--- src/rtl/key_debounce_multi.sv ---
`default_nettype none
// ============================================================================
// Module      : key_debounce_multi
// Description : Multi-channel push-button conditioner. Each channel has a
//               2-flop synchroniser, polarity normalisation, tick-sampled
//               debounce, press/release pulses, a toggle latch and a
//               long-press pulse. All channels share one sample tick.
// Revision    : 1.0 - initial release
// ============================================================================
module key_debounce_multi #(
    parameter int N_KEYS       = 4,
    parameter int TICK_CYCLES  = 1000000,
    parameter int STABLE_TICKS = 4,
    parameter int LONG_TICKS   = 100,
    parameter int ACTIVE_LOW   = 1
) (
    input  logic              clk,
    input  logic              rst,
    input  logic [N_KEYS-1:0] key_in,
    output logic [N_KEYS-1:0] key_level,
    output logic [N_KEYS-1:0] key_press,
    output logic [N_KEYS-1:0] key_release,
    output logic [N_KEYS-1:0] key_toggle,
    output logic [N_KEYS-1:0] key_long,
    output logic              tick
);

    localparam int c_TICK_W = $clog2(TICK_CYCLES);
    localparam int c_STAB_W = $clog2(STABLE_TICKS + 1);
    localparam int c_HOLD_W = $clog2(LONG_TICKS + 1);

    localparam logic [c_TICK_W-1:0] c_TICK_LAST = c_TICK_W'(TICK_CYCLES - 1);
    localparam logic [c_STAB_W-1:0] c_STABLE    = c_STAB_W'(STABLE_TICKS);
    localparam logic [c_HOLD_W-1:0] c_LONG      = c_HOLD_W'(LONG_TICKS);
    // Raw pin level that means "not pressed"
    localparam logic                c_RELEASED  = (ACTIVE_LOW != 0) ? 1'b1 : 1'b0;

    logic [c_TICK_W-1:0] r_tick_cnt;
    logic                w_tick;
    logic [N_KEYS-1:0]   r_sync1;
    logic [N_KEYS-1:0]   r_sync2;
    logic [N_KEYS-1:0]   w_pressed;

    assign w_tick = (r_tick_cnt == c_TICK_LAST);
    assign tick   = w_tick;

    // Free-running sample-tick counter, period TICK_CYCLES
    always_ff @(posedge clk) begin
        if (rst) begin
            r_tick_cnt <= '0;
        end else if (w_tick) begin
            r_tick_cnt <= '0;
        end else begin
            r_tick_cnt <= r_tick_cnt + c_TICK_W'(1);
        end
    end

    // Two-flop synchroniser; resets to the released pin level so no press
    // is seen when reset drops
    always_ff @(posedge clk) begin
        if (rst) begin
            r_sync1 <= {N_KEYS{c_RELEASED}};
            r_sync2 <= {N_KEYS{c_RELEASED}};
        end else begin
            r_sync1 <= key_in;
            r_sync2 <= r_sync1;
        end
    end

    // Normalise polarity: 1 = pressed
    assign w_pressed = r_sync2 ^ {N_KEYS{c_RELEASED}};

    for (genvar i = 0; i < N_KEYS; i++) begin : g_ch
        logic [c_STAB_W-1:0] r_stab;
        logic [c_STAB_W-1:0] w_stab_inc;
        logic                r_level;
        logic                r_level_d;
        logic                r_press;
        logic                r_release;
        logic                r_toggle;
        logic [c_HOLD_W-1:0] r_hold;
        logic                w_sat;
        logic                r_sat_d;
        logic                r_long;

        assign w_stab_inc = r_stab + c_STAB_W'(1);
        assign w_sat      = (r_hold == c_LONG);

        // Debounce: a differing level must persist STABLE_TICKS ticks in a row
        always_ff @(posedge clk) begin
            if (rst) begin
                r_stab  <= '0;
                r_level <= 1'b0;
            end else if (w_tick) begin
                if (w_pressed[i] == r_level) begin
                    r_stab <= '0;
                end else if (w_stab_inc == c_STABLE) begin
                    r_level <= ~r_level;
                    r_stab  <= '0;
                end else begin
                    r_stab <= w_stab_inc;
                end
            end
        end

        // Registered edge detect on the debounced level, plus toggle latch
        always_ff @(posedge clk) begin
            if (rst) begin
                r_level_d <= 1'b0;
                r_press   <= 1'b0;
                r_release <= 1'b0;
                r_toggle  <= 1'b0;
            end else begin
                r_level_d <= r_level;
                r_press   <= r_level & ~r_level_d;
                r_release <= ~r_level & r_level_d;
                if (r_level & ~r_level_d) begin
                    r_toggle <= ~r_toggle;
                end
            end
        end

        // Hold counter saturates at LONG_TICKS; pulse once on reaching it
        always_ff @(posedge clk) begin
            if (rst) begin
                r_hold  <= '0;
                r_sat_d <= 1'b0;
                r_long  <= 1'b0;
            end else begin
                if (!r_level) begin
                    r_hold <= '0;
                end else if (w_tick && !w_sat) begin
                    r_hold <= r_hold + c_HOLD_W'(1);
                end
                r_sat_d <= w_sat;
                r_long  <= w_sat & ~r_sat_d;
            end
        end

        assign key_level[i]   = r_level;
        assign key_press[i]   = r_press;
        assign key_release[i] = r_release;
        assign key_toggle[i]  = r_toggle;
        assign key_long[i]    = r_long;
    end

endmodule
`default_nettype wire
--- config.mk ---
export PLATFORM = sky130hd
export DESIGN_NAME = key_debounce_multi
export DESIGN_NICKNAME = d
export VERILOG_FILES = /design/src/rtl/key_debounce_multi.sv
export SDC_FILE = /design/constraint.sdc
export NUM_CORES = 1
export LEC_CHECK = 0
export BUFFER_PORTS_ARGS = -buffer_cell sky130_fd_sc_hd__buf_2
export CAP_MARGIN = 20
export CORE_AREA = 10 10 101 103
export DETAILED_ROUTE_END_ITERATION = 8
export DIE_AREA = 0 0 111 113
export PLACE_DENSITY = 0.72
export SLEW_MARGIN = 15
export SYNTH_ARGS = -nofsm -noshare
export SYNTH_HDL_FRONTEND = slang
export SYNTH_SLANG_ARGS = --single-unit
--- constraint.sdc ---
create_clock -name clk -period 3 [get_ports clk]
set_input_delay 0.15 -clock clk [delete_from_list [all_inputs] [get_ports clk]]
set_output_delay 0.15 -clock clk [all_outputs]
set_load 0.01 [all_outputs]
==> results.md, run 1 <==
- Worst r2r src: r_tick_cnt[2]$_SDFF_PP0_
- Average size of a mapped cell: 8.76 um2
- Outcome: finished, final reports clean
- H-tree depth: 3
- Critical-path cell list: nand3_1 -> or4_1 -> buf_4 -> nor2_1 -> buf_2
- Wirelength per Cell: 13.8 um
- Worst slew margin: 0.553
- Final global-route overflow total: 0
- Kind of critical path: flip-flop to primary output
- CP Data Arrival Time: 2420 ps
- Final worst path period share: 0.855
- Area Overhead vs Synth: 6.65%
- Maximum vdd drop: approximately 0.20 mV
- Maximum clock path buffer count: 2
- Buffers and inverters on the worst path: 2
- Core ar.: 8130 um2
- Total power: ~2.1 mW
- Post-synth top area share: 0.436
- Row count: 33
- Asr flop ratio synth: 0
- CP Max Fanout: 55
- Final WL: 8.47 mm
- P_leak: 1.76 nW
- Max Clk Rate: 0.390 GHz
- Sequential area share after synthesis: 0.436
- Net Count, Synth: 526
- Drt pass-1 iters: 4
- Total I/O pin count: 27
- Top post-synthesis cells by area: dfxtp_1, a21oi_1, ha_1
- Final worst path period need: 2570 ps
- Via Count: 3486
- Power density over the cells: roughly 450 nW/um2
- Post-CTS Resized: 0
- Share of cells above drive strength 1: 0.139
- Crit path setup slack, layout: 434 ps
- Post-DP HPWL: 5.70 mm
- DR iter-0 viols: around 170
- Syn Inst Count: about 500
- Clock Pin Slew Worst Setup and Hold Paths: 110 ps
- Startpoint types: flip-flop
- Max-cap violations: 0
- Final #Nets: 528
- Dpl cell area: about 4500 um2
- Cell family with most CP delay: simple AND/OR/NAND/NOR gates
- Worst Path Required: 2850 ps
- Initial antenna violation count: 0
- Worst-case clock skew: roughly 17 ps
- Setup TNS: 0 ps
- Final Hold Viols: 0
- Mapped Area: 4410 um2
- CTS tree: done
- Drt drc: 0
- Clk_lat worst skew: 370 ps
- RSZ-0062 raised after global routing: no
- Gpl congestion: about 0.86
- Critical path origin: r_tick_cnt[2]$_SDFF_PP0_
- Final setup fails: 0
- CTS Buf Count: 9
- Num Clock Sinks: 96
- Chip height: 113 um
- Finished Layout Cells: 615
- Final ANT Viol Nets: 0
- Hold WC Path Type: input port to flip-flop
- Max stage delay on crit path: 610 ps
- Synth warn: 0
- Worst Setup End Kind: primary output
- Slew Limit Fails: 0
- HP Start: rst
- Yosys reg bits: 96
- Top_reg_cell synth: dfxtp_1
- CP max-delay cell: or4_1
- Worst-Margin Slew: between 600 and 700 ps
- Cell area after layout: around 4700 um2
- Global-route wire length before repair: 14.8 mm
- Distinct cells, synth: 41
- Avg Vias per Cell: 5.67
- GRT Util Overall: 0.134
- Largest net degree at the start of global routing: 56
- Antenna cells: 0
- Initial Util: 0.542
- Yosys top cell by area: dfxtp_1
- Port Buffers: 26
- Dpl cells: 595
- Vias in the first global route: 3305
- Die ar.: ~13000 um2
- Pre-CTS setup slack: 578 ps
- Post-synth EDFFs: 0
- Die width: 111 um
- CTS root buffer: clkbuf_8
worst register-to-register path, cell delays in order (launching register included):
cell and delay, ps:
dfxtp_1 390, nand3_1 330, or4_1 610, buf_4 300, or4_1 580, a21oi_1 170
flip-flops by register name, indices dropped and copies added, names as in the netlist:
| register | count |
|---|---|
| g_ch.r_long | 4 |
| g_ch.r_toggle | 4 |
| g_ch.r_stab | 12 |
| g_ch.r_press | 4 |
| r_sync1 | 4 |
| g_ch.r_hold | 28 |
| r_sync2 | 4 |
| g_ch.r_release | 4 |
| g_ch.r_sat_d | 4 |
| r_tick_cnt | 20 |
| g_ch.r_level_d | 4 |
| g_ch.r_level | 4 |
final timing paths:
check,endpoint,depth (start not counted),slack (ps)
worst min-delay path,g_ch[1].r_toggle$_SDFFE_PP0P_,2,230
worst min register to register,g_ch[0].r_long$_SDFF_PP0_,1,400
worst max-delay path,tick,5,430
worst max register to register,g_ch[3].r_hold[3]$_SDFFE_PP0P_,5,550
cells by family (layout without fill, tap and decap cells):
family / Yosys count / in the layout / synth area share
AO/OA/AOI/OAI: 93 / 93 / 0.125
XOR/XNOR: 23 / 23 / 0.0457
adder cells (fa/ha/maj): 17 / 17 / 0.0483
buffers and inverters: 71 / 78 / 0.0809
flip-flops: 96 / 96 / 0.436
multiplexers: 7 / 7 / 0.0170
AND/OR/NAND/NOR: 196 / 196 / 0.247
placed cells by master, fill, tap and decap left out, types with 15 or more instances in the layout:
| cell type | Yosys | final |
|---|---|---|
| nor2_1 | 37 | 37 |
| o21ai_0 | 18 | 18 |
| a21oi_1 | 43 | 43 |
| ha_1 | 17 | 17 |
| dfxtp_1 | 96 | 96 |
| nor3_1 | 15 | 15 |
| nand4_1 | 15 | 15 |
| nand2_1 | 25 | 25 |
| nand3_1 | 28 | 28 |
| inv_1 | 23 | 23 |
| o31ai_1 | 22 | 22 |
| buf_2 | 6 | 26 |
| or4_1 | 19 | 19 |
Yosys cell counts (5+ instances only):
master / instances
clkbuf_1: 21
ha_1: 17
xnor2_1: 13
nand3_1: 28
inv_1: 23
buf_4: 20
nor4b_1: 6
a21oi_1: 43
xor2_1: 10
nand4_1: 15
buf_2: 6
or3_1: 9
nand2b_1: 7
nor3_1: 15
or2_2: 12
and3_1: 5
or4_1: 19
o31ai_1: 22
nor2_1: 37
dfxtp_1: 96
nand2_1: 25
o21ai_0: 18
cell type report:
class                           count  area [um2]
Clock inverter                      7        61.3
Multi-Input combinational cell    336        2140
Tap cell                          105         131
Fill cell                         730        3440
Timing Repair Buffer               39         238
Sequential cell                    96        1920
Clock buffer                        9         124
Inverter                           23        86.3
power by group:
group	internal, mW	switching, mW	total, mW
clock	0.319	0.489	0.808
combinational	0.0162	0.0229	0.0391
sequential	1.28	0.00511	1.29
total	1.62	0.517	2.13
layer usage:
layer	track usage	vias to the layer above	share of wire
met2	0.239	52	0.49
met3	0.0301	11	0.039
met4	0.0451	0	0.012
met5	0	-	0
met1	0.156	1656	0.46
li1	-	1767	-
timing repair:
action / 4_1_cts / 5_1_grt
endpoints found under the setup margin: 0 / 0
setup buffers: 0 / 0
hold endpoints to repair: 4 / 0
hold buffers: 4 / 0
stage by stage:
stage	util	hold WS, ps
after detailed placement	0.550	334
final	0.578	235
after global placement	0.550	332
after CTS	0.578	237
after floorplan	-	254
after global routing	0.578	282
Power figures use the tool's default switching activity.
==> inputs of run 2 (changes only) <==
ABC_AREA = 1   (was not set)
CORE_AREA = 10 10 103 105   (was 10 10 101 103)
DIE_AREA = 0 0 113 115   (was 0 0 111 113)
==> run 2 against run 1 <==
Net effect:
- largest power group unchanged
- synthesized cell count increased by 22%
- combinational power up 3%
- clock-buffer cell count is the same
- largest cell class unchanged
- clock skew shrank 4.6 ps
- routed wire length up 7.7%
- clock power up 10%
- highest routed layer unchanged
- power grew 3.9%
- critical path depth is 2 higher
- hold slack gained 43 ps
- non-clock buffer count shrank 7
- critical path type is now flip-flop to flip-flop
- register-to-register slack better by 390 ps
==> results.md, run 2 <==
- Outcome: finished, final reports clean
- CTS Buf Count: 9 (unchanged)
- Largest net degree at the start of global routing: 37 (-34%)
- DR iter-0 viols: 198 (+15%)
- Worst-Margin Slew: 835 ps (+175 ps)
- Post-CTS Resized: 0 (unchanged)
- Crit path setup slack, layout: 940 ps (+506 ps)
- GRT Util Overall: 0.143 (+0.00815)
- Reg2Reg Setup Slack: 940 ps (+390 ps)
- Count leader, synth: nand2_1
- Final worst path period need: 2060 ps (-506 ps)
- Setup TNS: 0 ps (unchanged)
- Syn Inst Count: 616 (+22%)
- Max reg flops: 28 (unchanged)
- Synth cell count leaders: nand2_1, dfxtp_1, nor2_1
- Antenna cells: 0 (unchanged)
- Maximum vdd drop: 0.264 mV (+29%)
- GRT met1 Usage: 0.172 (+0.0163)
- Yosys reg bits: 96 (unchanged)
- Worst Setup End Kind: flip-flop
- Core ar.: 8550 um2 (+5.1%)
- Worst setup path end: g_ch[0].r_hold[5]$_SDFFE_PP0P_
- Worst-case clock skew: 12.7 ps (-4.57 ps)
- Final worst path period share: 0.687 (-0.169)
- GRT Max-Usage Layer: met2
- Top post-synthesis cells by area: dfxtp_1, nand2_1, nor2_1
- Gpl congestion: 0.822 (-4.3%)
- Worst Path Required: 3300 ps (+450 ps)
- Global-route wire length before repair: 15.7 mm (+6.4%)
- GRT met2 Usage: 0.246 (+0.00677)
- CTS root buffer: clkbuf_8
- Total I/O pin count: 27 (unchanged)
- Maximum clock path buffer count: 2 (unchanged)
- RSZ-0062 raised after global routing: no
- Sequential area share after synthesis: 0.415 (-0.0211)
- Most common cell after layout, fill and taps aside: nand2_1
- Reg-to-Reg End: g_ch[0].r_hold[5]$_SDFFE_PP0P_
- Die ar.: 13000 um2 (+3.6%)
- CP Max Fanout: 21 (-62%)
- Num Clock Sinks: 96 (unchanged)
- Die width: 113 um (+1.8%)
- Clk_lat worst skew: 370 ps (about the same)
- Largest regs: g_ch.r_hold x28, r_tick_cnt x20, g_ch.r_stab x12
- Startpoint types: flip-flop
- Vias in the first global route: 3579 (+8.3%)
- Asr flop ratio synth: 0 (unchanged)
- Final global-route overflow total: 0 (unchanged)
- Fillers: 786 (+7.7%)
- Mapped Area: 4630 um2 (+5.1%)
- Avg Vias per Cell: 5.12 (-9.6%)
- Most flops, register: g_ch.r_hold
- Share of cells above drive strength 1: 0.112 (-0.0271)
- Wirelength per Cell: 12.3 um (-11%)
- P_leak: 1.91 nW (+8.9%)
- Worst slew margin: 0.443 (-0.110)
- Met3 Use GR: 0.0292 (-0.000944)
- Power density over the cells: 450 nW/um2 (-1.0%)
- Final ANT Viol Nets: 0 (unchanged)
- Synth warn: 0 (unchanged)
- Kind of critical path: flip-flop to flip-flop
- Top_reg_cell synth: dfxtp_1
- Reg2Reg Depth: 7 (+2)
- CP Data Arrival Time: 2360 ps (-60 ps)
- Average size of a mapped cell: 7.52 um2 (-14%)
- Hold WC Path Type: input port to flip-flop
- Initial Util: 0.541 (about the same)
- Final #Nets: 651 (+23%)
- Max-cap violations: 0 (unchanged)
- Post-DP HPWL: 6.67 mm (+17%)
- Post-synth top area share: 0.415 (-0.0211)
- Area Overhead vs Synth: 6.51%
- Worst r2r src: r_tick_cnt[0]$_SDFF_PP0_
- Drt drc: 0 (unchanged)
- Drt pass-1 iters: 6 (+2)
- Clock Pin Slew Worst Setup and Hold Paths: 100 ps (about the same)
- Pre-CTS setup slack: 929 ps (+352 ps)
- Via Count: 3795 (+8.9%)
- Critical path origin: r_tick_cnt[0]$_SDFF_PP0_
- Yosys top cell by area: dfxtp_1
- Slew Limit Fails: 0 (unchanged)
- Final Hold Viols: 0 (unchanged)
- Final setup fails: 0 (unchanged)
- Distinct cells, synth: 32 (-22%)
- Net Count, Synth: 639 (+21%)
- Port Buffers: 26 (unchanged)
- Final WL: 9.13 mm (+7.7%)
- CTS tree: done
- Row count: 34 (+3.0%)
- Chip height: 115 um (+1.8%)
- H-tree depth: 3 (unchanged)
- Most frequent cells in the layout: nand2_1, dfxtp_1, nor2_1
- Post-synth EDFFs: 0 (unchanged)
- Initial antenna violation count: 0 (unchanged)
- Max Clk Rate: 0.485 GHz (+25%)
==> run 2: changes by cell type after synthesis, sizes merged, moves of 7 or more <==
cell    before  now
o31ai       22    0
nor4b        7    0
nor2        37   90
clkbuf      21    2
inv         23   59
or3          9    0
nand4       15   29
or4         19    0
nand2       25  140
xor2        10   22
==> run 2: worst min path at each step <==
stage              start                              to  slack (ps)  cells after the start
2_1_floorplan  key_in[0]           r_sync1[0]$_SDFF_PP1_         250                      1
3_3_place_gp   key_in[2]           r_sync1[2]$_SDFF_PP1_         340                      2
3_5_place_dp   key_in[2]           r_sync1[2]$_SDFF_PP1_         340                      2
4_1_cts              rst  g_ch[3].r_stab[1]$_SDFFE_PP0P_         270                      4
5_1_grt              rst    g_ch[3].r_release$_SDFF_PP0_         290                      3
6_report             rst  g_ch[3].r_stab[1]$_SDFFE_PP0P_         280                      4
==> run 2: worst max-delay path, cell delays in order, from the launching register on <==
cell and delay, ps:
dfxtp_1 410, ha_1 210, nand2_1 110, nor2_4 140, nand3_1 100, nor2_2 670
nand4_1 180, a21oi_1 170
==> run 2: area by class of cell <==
type / count / area (um2) / area share
clock inverter: 7 / 83.8 / 0.0170
inverter: 64 / 240 / 0.0487
timing repair buffer: 32 / 185 / 0.0376
clock buffer: 9 / 124 / 0.0251
tap: 108 / 135 / 0.0274
sequential: 96 / 1920 / 0.390
multi-input combinational: 425 / 2240 / 0.454
==> run 2: routing by layer <==
layer  part of all wire  vias up
met1               0.48     1762
met5                  0        -
li1                   -     1972
met4              0.014        0
met3              0.035        9
met2               0.47       52
==> run 2: through the flow <==
step	util	hold WS, ps	power [mW]	instance area [um2]	cells
after floorplan	-	254	1.34	4630	616
after CTS	0.577	272	2.24	4930	741
final	0.577	278	2.22	4930	741
after detailed placement	0.548	337	1.35	4680	721
after global placement	0.548	335	1.35	4680	721
after global routing	0.577	292	2.29	4930	741
==> run 2: logic make-up (layout without fill, tap and decap cells) <==
| logic type | Yosys count | after routing | share of synthesized area |
|---|---|---|---|
| DFF | 96 | 96 | 0.415 |
| and+or+nand+nor | 323 | 323 | 0.321 |
| buffers and inverters | 95 | 112 | 0.101 |
| adders and majority gates | 17 | 17 | 0.0459 |
| AOI/OAI and AO/OA | 54 | 54 | 0.0584 |
| xor gates and xnor gates | 31 | 31 | 0.0586 |
==> run 2: report_power, final <==
part / switching, mW / internal, mW
sequential: 0.00528 / 1.28
clock: 0.488 / 0.402
combinational: 0.0246 / 0.0156
==> run 2: what timing repair did <==
action	CTS	global route
setup buffers	0	0
hold buffers	4	0
hold endpoints to repair	4	0
